<file path="src/rtl/vram_dma_sequencer.sv">
// vram_dma_sequencer: one source address + dirty flag per VRAM channel; each VRAM-SYNC programs
// the DMA engine once per dirty channel, lowest channel first. `VRAM_DMA_TIMEOUT_EN adds an IRQ watchdog.
module vram_dma_sequencer #(
  parameter int                NUM_CH         = 3,
  parameter int                ADDR_W         = 32,
  parameter int                CH_BYTES       = 53568,
  parameter logic [ADDR_W-1:0] DST_BASE       = '0,
  parameter logic [31:0]       CTRL_WORD      = 32'h0000_009C,
  parameter int                TIMEOUT_CYCLES = 65535,
  localparam int               CH_W           = (NUM_CH > 1) ? $clog2(NUM_CH) : 1
) (
  input  logic              clk,
  input  logic              rst_n,
  input  logic              src_wr,
  input  logic [CH_W-1:0]   src_wr_ch,
  input  logic [ADDR_W-1:0] src_wr_data,
  input  logic              vram_sync,
  output logic [2:0]        dma_address,
  output logic              dma_write,
  output logic [31:0]       dma_writedata,
  input  logic              dma_waitrequest,
  input  logic              dma_finish_irq,
  output logic              dma_busy,
  output logic [CH_W-1:0]   cur_ch,
  output logic              xfer_done,
  output logic              dma_err
);

  typedef enum logic [3:0] {
    S_IDLE, S_LOAD, S_W_STATUS, S_W_RADDR, S_W_WADDR, S_W_LEN, S_W_CTRL,
    S_WAIT_IRQ, S_W_CLR, S_W_ABORT, S_NEXT
  } state_t;

  state_t              state_q, state_d;
  logic [ADDR_W-1:0]   src_q [NUM_CH];
  logic [NUM_CH-1:0]   dirty_q, dirty_d, pending_q;
  logic [NUM_CH-1:0]   wr_mask, low_mask, cur_mask;
  logic [CH_W-1:0]     low_ch, cur_ch_q;
  logic [ADDR_W-1:0]   src_lat_q, dst;
  logic                timeout_hit;

  // NOTE: every always_comb output gets a default first so no path leaves it unassigned (no latch).
  always_comb begin
    low_ch   = '0;
    low_mask = '0;
    for (int i = NUM_CH - 1; i >= 0; i--) begin
      if (pending_q[i]) begin
        low_ch      = CH_W'(i);
        low_mask    = '0;
        low_mask[i] = 1'b1;
      end
    end
  end

  // Out-of-range channel numbers never match, so such writes fall away here.
  always_comb begin
    wr_mask  = '0;
    cur_mask = '0;
    for (int i = 0; i < NUM_CH; i++) begin
      wr_mask[i]  = src_wr && (int'(src_wr_ch) == i);
      cur_mask[i] = (int'(cur_ch_q) == i);
    end
  end

  // A CPU write in the same cycle as LOAD re-marks the channel, so the new address is not lost.
  always_comb begin
    dirty_d = dirty_q;
    if (state_q == S_LOAD) dirty_d = dirty_d & ~low_mask;
    if (state_q == S_W_ABORT && !dma_waitrequest) dirty_d = dirty_d | cur_mask;
    dirty_d = dirty_d | wr_mask;
  end

  assign dst      = DST_BASE + ADDR_W'(cur_ch_q) * ADDR_W'(CH_BYTES);
  assign dma_busy = (state_q != S_IDLE);
  assign cur_ch   = cur_ch_q;

  always_comb begin
    state_d       = state_q;
    dma_write     = 1'b0;
    dma_address   = 3'd0;
    dma_writedata = 32'd0;
    xfer_done     = 1'b0;
    unique case (state_q)
      S_IDLE:     if (vram_sync && (|dirty_q)) state_d = S_LOAD;
      S_LOAD:     state_d = S_W_STATUS;
      S_W_STATUS: begin
        dma_write = 1'b1;
        if (!dma_waitrequest) state_d = S_W_RADDR;
      end
      S_W_RADDR: begin
        dma_write     = 1'b1;
        dma_address   = 3'd1;
        dma_writedata = 32'(src_lat_q);
        if (!dma_waitrequest) state_d = S_W_WADDR;
      end
      S_W_WADDR: begin
        dma_write     = 1'b1;
        dma_address   = 3'd2;
        dma_writedata = 32'(dst);
        if (!dma_waitrequest) state_d = S_W_LEN;
      end
      S_W_LEN: begin
        dma_write     = 1'b1;
        dma_address   = 3'd3;
        dma_writedata = 32'(CH_BYTES);
        if (!dma_waitrequest) state_d = S_W_CTRL;
      end
      S_W_CTRL: begin
        dma_write     = 1'b1;
        dma_address   = 3'd6;
        dma_writedata = CTRL_WORD;
        if (!dma_waitrequest) state_d = S_WAIT_IRQ;
      end
      S_WAIT_IRQ: begin
        if (dma_finish_irq)   state_d = S_W_CLR;
        else if (timeout_hit) state_d = S_W_ABORT;
      end
      S_W_CLR: begin
        dma_write = 1'b1;
        if (!dma_waitrequest) state_d = S_NEXT;
      end
      S_W_ABORT: begin
        dma_write   = 1'b1;
        dma_address = 3'd6;
        if (!dma_waitrequest) state_d = S_NEXT;
      end
      S_NEXT: begin
        if (|pending_q) state_d = S_LOAD;
        else begin
          xfer_done = 1'b1;
          state_d   = S_IDLE;
        end
      end
      default: state_d = S_IDLE;
    endcase
  end

  // NOTE: sequential state uses non-blocking assignments so every register samples pre-edge values.
  always_ff @(posedge clk) begin
    if (!rst_n) begin
      state_q   <= S_IDLE;
      dirty_q   <= '0;
      pending_q <= '0;
      cur_ch_q  <= '0;
      src_lat_q <= '0;
      // NOTE: the source registers are a handful of flops, not a RAM, so resetting them is cheap and required.
      for (int i = 0; i < NUM_CH; i++) src_q[i] <= '0;
    end else begin
      state_q <= state_d;
      dirty_q <= dirty_d;
      for (int i = 0; i < NUM_CH; i++) begin
        if (wr_mask[i]) src_q[i] <= src_wr_data;
      end
      if (state_q == S_IDLE && vram_sync && (|dirty_q)) pending_q <= dirty_q;
      else if (state_q == S_LOAD)                       pending_q <= pending_q & ~low_mask;
      if (state_q == S_LOAD) begin
        cur_ch_q  <= low_ch;
        src_lat_q <= src_q[low_ch];
      end
    end
  end

`ifdef VRAM_DMA_TIMEOUT_EN
  localparam int TO_W = ($clog2(TIMEOUT_CYCLES + 1) > 16) ? $clog2(TIMEOUT_CYCLES + 1) : 16;

  logic [TO_W-1:0] to_cnt_q;
  logic            err_q;

  always_ff @(posedge clk) begin
    if (!rst_n) begin
      to_cnt_q <= '0;
      err_q    <= 1'b0;
    end else begin
      to_cnt_q <= (state_q == S_WAIT_IRQ) ? to_cnt_q + 1'b1 : '0;
      if (state_q == S_W_ABORT) err_q <= 1'b1;
    end
  end

  // Fires on the TIMEOUT_CYCLES-th cycle spent in WAIT_IRQ.
  assign timeout_hit = (to_cnt_q == TO_W'(TIMEOUT_CYCLES - 1));
  assign dma_err     = err_q;
`else
  assign timeout_hit = 1'b0;
  assign dma_err     = 1'b0;
`endif

  if (NUM_CH < 1 || NUM_CH > 8 || TIMEOUT_CYCLES < 1) begin : g_param_check
    $error("vram_dma_sequencer: NUM_CH must be 1..8 and TIMEOUT_CYCLES >= 1");
  end

endmodule
</file>
<file path="config.mk">
export PLATFORM = sky130hd
export DESIGN_NAME = vram_dma_sequencer
export DESIGN_NICKNAME = d
export VERILOG_FILES = /design/src/rtl/vram_dma_sequencer.sv
export SDC_FILE = /design/constraint.sdc
export NUM_CORES = 1
export LEC_CHECK = 0
export ABC_AREA = 1
export CORE_ASPECT_RATIO = 1.25
export CORE_MARGIN = 2
export CORE_UTILIZATION = 50
export DETAILED_ROUTE_END_ITERATION = 6
export PLACE_DENSITY = 0.82
export SLEW_MARGIN = 5
export SYNTH_ARGS = -nofsm -noshare
export SYNTH_HDL_FRONTEND = slang
export SYNTH_SLANG_ARGS = --single-unit
</file>
<file path="constraint.sdc">
create_clock -name clk -period 3.23 [get_ports clk]
set_input_delay 0.646 -clock clk [delete_from_list [all_inputs] [get_ports clk]]
set_output_delay 0.646 -clock clk [all_outputs]
set_load 0.005 [all_outputs]
</file>
==> key figures <==
Die
  – Die Width: 102 um
  – Number of placed I/O pins: 81
  – Cell Rows: 44
  – Die footprint: 12900 um2
  – Starting Density: 51.4%
  – Die Ht: between 100 and 150 um
  – Core area: 11700 um2

CTS
  – Total CTS buffers: 17
  – Later-pin clock latency in the skew report: between 400 and 500 ps
  – Setup repair bufs after CTS: 0
  – H-tree depth: 4
  – Post_cts resized: 0
  – Clock tree sinks: 140
  – CTS hold repair buffers: 0
  – Reg clk slew, reported paths: 60 ps
  – Clock Root Buffer: clkbuf_16
  – Clock Path Buffers: 2
  – CTS tree: built

GRT
  – First-pass GRT wire length: 21.6 mm
  – Initial antenna violation count: 0
  – Grt total ovfl: 0
  – Vias in the first global route: 4525
  – Total track usage: 22.1%
  – Largest net degree at the start of global routing: 64

Timing
  – Period minus WS final: ~3000 ps
  – Worst slew pin tran: 1190 ps
  – Worst-case clock skew: 8.61 ps
  – Fin crit share: 90.6%
  – Unrepaired setup endpoints after global routing: no
  – WHS: 483 ps
  – Fin. Hold Viols: 0
  – Setup TNS: 0 ps
  – Rel. slew slack: 20.5%
  – Final setup violating endpoints: 0
  – Slew Viols, Final: 0
  – FMAX: between 300 and 400 MHz

Yosys
  – Simple-Gate Fraction of Synth Area: 14.3%
  – Synth area leaders: edfxtp_1, dfxtp_1, nand2_1
  – Distinct cells, synth: 28
  – Syn. warnings: 0
  – Post-synthesis adder-cell area fraction: 1.04%
  – Syn Nets: 663
  – Synthesized instance count: 618
  – Synth Area in XOR/XNOR: 0%
  – Synthesized area: 6000 um2
  – Largest family of logic cells by synthesized area: simple AND/OR/NAND/NOR gates
  – Post-synthesis sequential area ratio: 62.8%
  – Multiplexer share of the synthesized area: 0%
  – Yosys top cell by area: edfxtp_1
  – Synth Area in Compound Gates: approximately 12%
  – Yosys top cell area share: 48.1%
  – Synth Area per Inst: 9.70 um2
  – Number of synthesized register bits: 140

Worst setup path
  – Most Frequent Cell on Critical Path: nand2_1
  – CP Class: reg2out
  – Crit path arrival time: 2280 ps
  – CP bufs+invs: 3
  – Crit path capture type: output port
  – Critical path cell sequence: nand2_1 > inv_1 > nand2_2 > inv_1 > nand2_1 > nand2_1 > clkdlybuf4s50_1
  – Reg2reg start: state_q[0]
  – Critical Path Fanout Max: 13
  – Required time worst endpoint: 2580 ps
  – Slowest stage cell, crit path: clkdlybuf4s50_1
  – CP startpoint kind: flip-flop
  – Max incr delay on CP: 530 ps
  – Top delay family on crit path: buffers and inverters
  – Worst setup path start: state_q[0]

Placement
  – IO Port Bufs: 79
  – Placer Congestion: 0.853
  – DP HPWL: 8.37 mm

Pwr
  – Sw Share: 29.6%
  – Psw: 1650 uW
  – Peak supply drop: 0.496 mV
  – Clock power frac: 34.0%
  – Internal power: 3930 uW
  – Combinational power share: 23.0%
  – Leakage: a little over 0.003 uW
  – PwrDens: roughly 750 nW/um2
  – Seq pwr share: 43.0%

Cells and area
  – Layout area overhead: 24.7%
  – Share of post-route cells with drive strength above 1: approximately 7.4%
  – Most common cell after layout, fill and taps aside: nand2_1
  – Antenna fix cells: 0
  – Number of filler cells placed in the layout: 908
  – Count of nets after finishing: 738
  – Most frequent cells in the layout: nand2_1, inv_1, edfxtp_1

Detailed routing
  – DR vias/cell: ~5.2
  – DRT iter0 DRCs: ~560
  – DR WL/cell: 15.6 um
  – Post-route ant nets: 0
  – Drt pass-1 iters: 5
  – Vias after detailed routing: 4551
  – DRC: 0
  – WL final: 13.6 mm

Run status
  – Status: complete, no violations

Hold path
  – Hold_sp: pending_q[2]
  – HP Class: reg2reg

Job
  – Max Cap Violations: 0
[final timing paths]
path | cells past startpoint | slack (ps) | end
max reg2reg | 7 | 1100 | src_lat_q[1]
min | 2 | 480 | pending_q[2]
min reg2reg | 2 | 480 | pending_q[2]
max | 7 | 310 | dma_writedata[12]
[Yosys cell counts (all sizes together)]
cell and n:
a211oi 1, buf 18, nor4 1, nand3 18
nand3b 1, inv 110, nand4 1, nor2 68
o211ai 35, dfxtp 44, nand2 123, nor3 1
edfxtp 96, a21oi 6, a32o 2, o21ai 41
clkbuf 15, a31oi 31, ha 5, conb 1
[flip-flops by register name, indices dropped and copies added (netlist names)]
register   flops
cur_ch         2
dirty_q        3
pending_q      3
src_lat_q     32
src_q         96
state_q        4
[metal layers]
layer | wire (um) | track usage [%] | vias up
met1 | 5200 | 25.9 | 2120
li1 | - | - | 2199
met3 | 908 | 5.84 | 29
met5 | 0 | 0 | -
met4 | 321 | 8.86 | 0
met2 | 7120 | 38.2 | 203
[worst register-to-register path, cell delays in order, from the launching register on]
cell,delay (ps)
dfxtp_1,500
inv_2,100
nor2_2,130
nand2_2,120
inv_2,440
buf_4,440
o21ai_0,160
a31oi_1,150
[logic make-up after synthesis]
kind of cell | count (synthesis)
flops | 140
buf+inv | 143
compound gates | 116
other cells | 1
fa+ha+maj | 5
simple gates | 213
[through the flow]
| step | utilization (%) | instances | setup slack (ps) | area, um2 | power, uW |
|---|---|---|---|---|---|
| after CTS | 64.1 | 867 | 317 | 7480 | 5590 |
| after global routing | 64.1 | 867 | 189 | 7480 | 5840 |
| after global placement | 59.1 | 835 | 867 | 6900 | 3620 |
| final | 64.1 | 867 | 305 | 7480 | 5580 |
| after detailed placement | 59.1 | 835 | 799 | 6900 | 3690 |
| after floorplan | - | 618 | 1120 | 6000 | 3240 |
[layout make-up]
type | count | area, um2 | area share, %
Tap cell | 161 | 201 | 2.69
Timing Repair Buffer | 89 | 866 | 11.6
Sequential cell | 140 | 3760 | 50.3
Clock inverter | 10 | 124 | 1.66
Clock buffer | 22 | 454 | 6.07
Inverter | 110 | 413 | 5.52
Multi-Input combinational cell | 335 | 1660 | 22.2
[power by group through the flow]
stage | combinational, uW | clock, uW | sequential [uW]
after floorplan | 894 | 0 | 2350
after global placement | 1210 | 0 | 2410
after detailed placement | 1260 | 0 | 2420
after CTS | 1280 | 1910 | 2400
after global routing | 1430 | 1990 | 2430
final | 1280 | 1900 | 2400
Note: power is estimated with default switching activity, not from simulation.
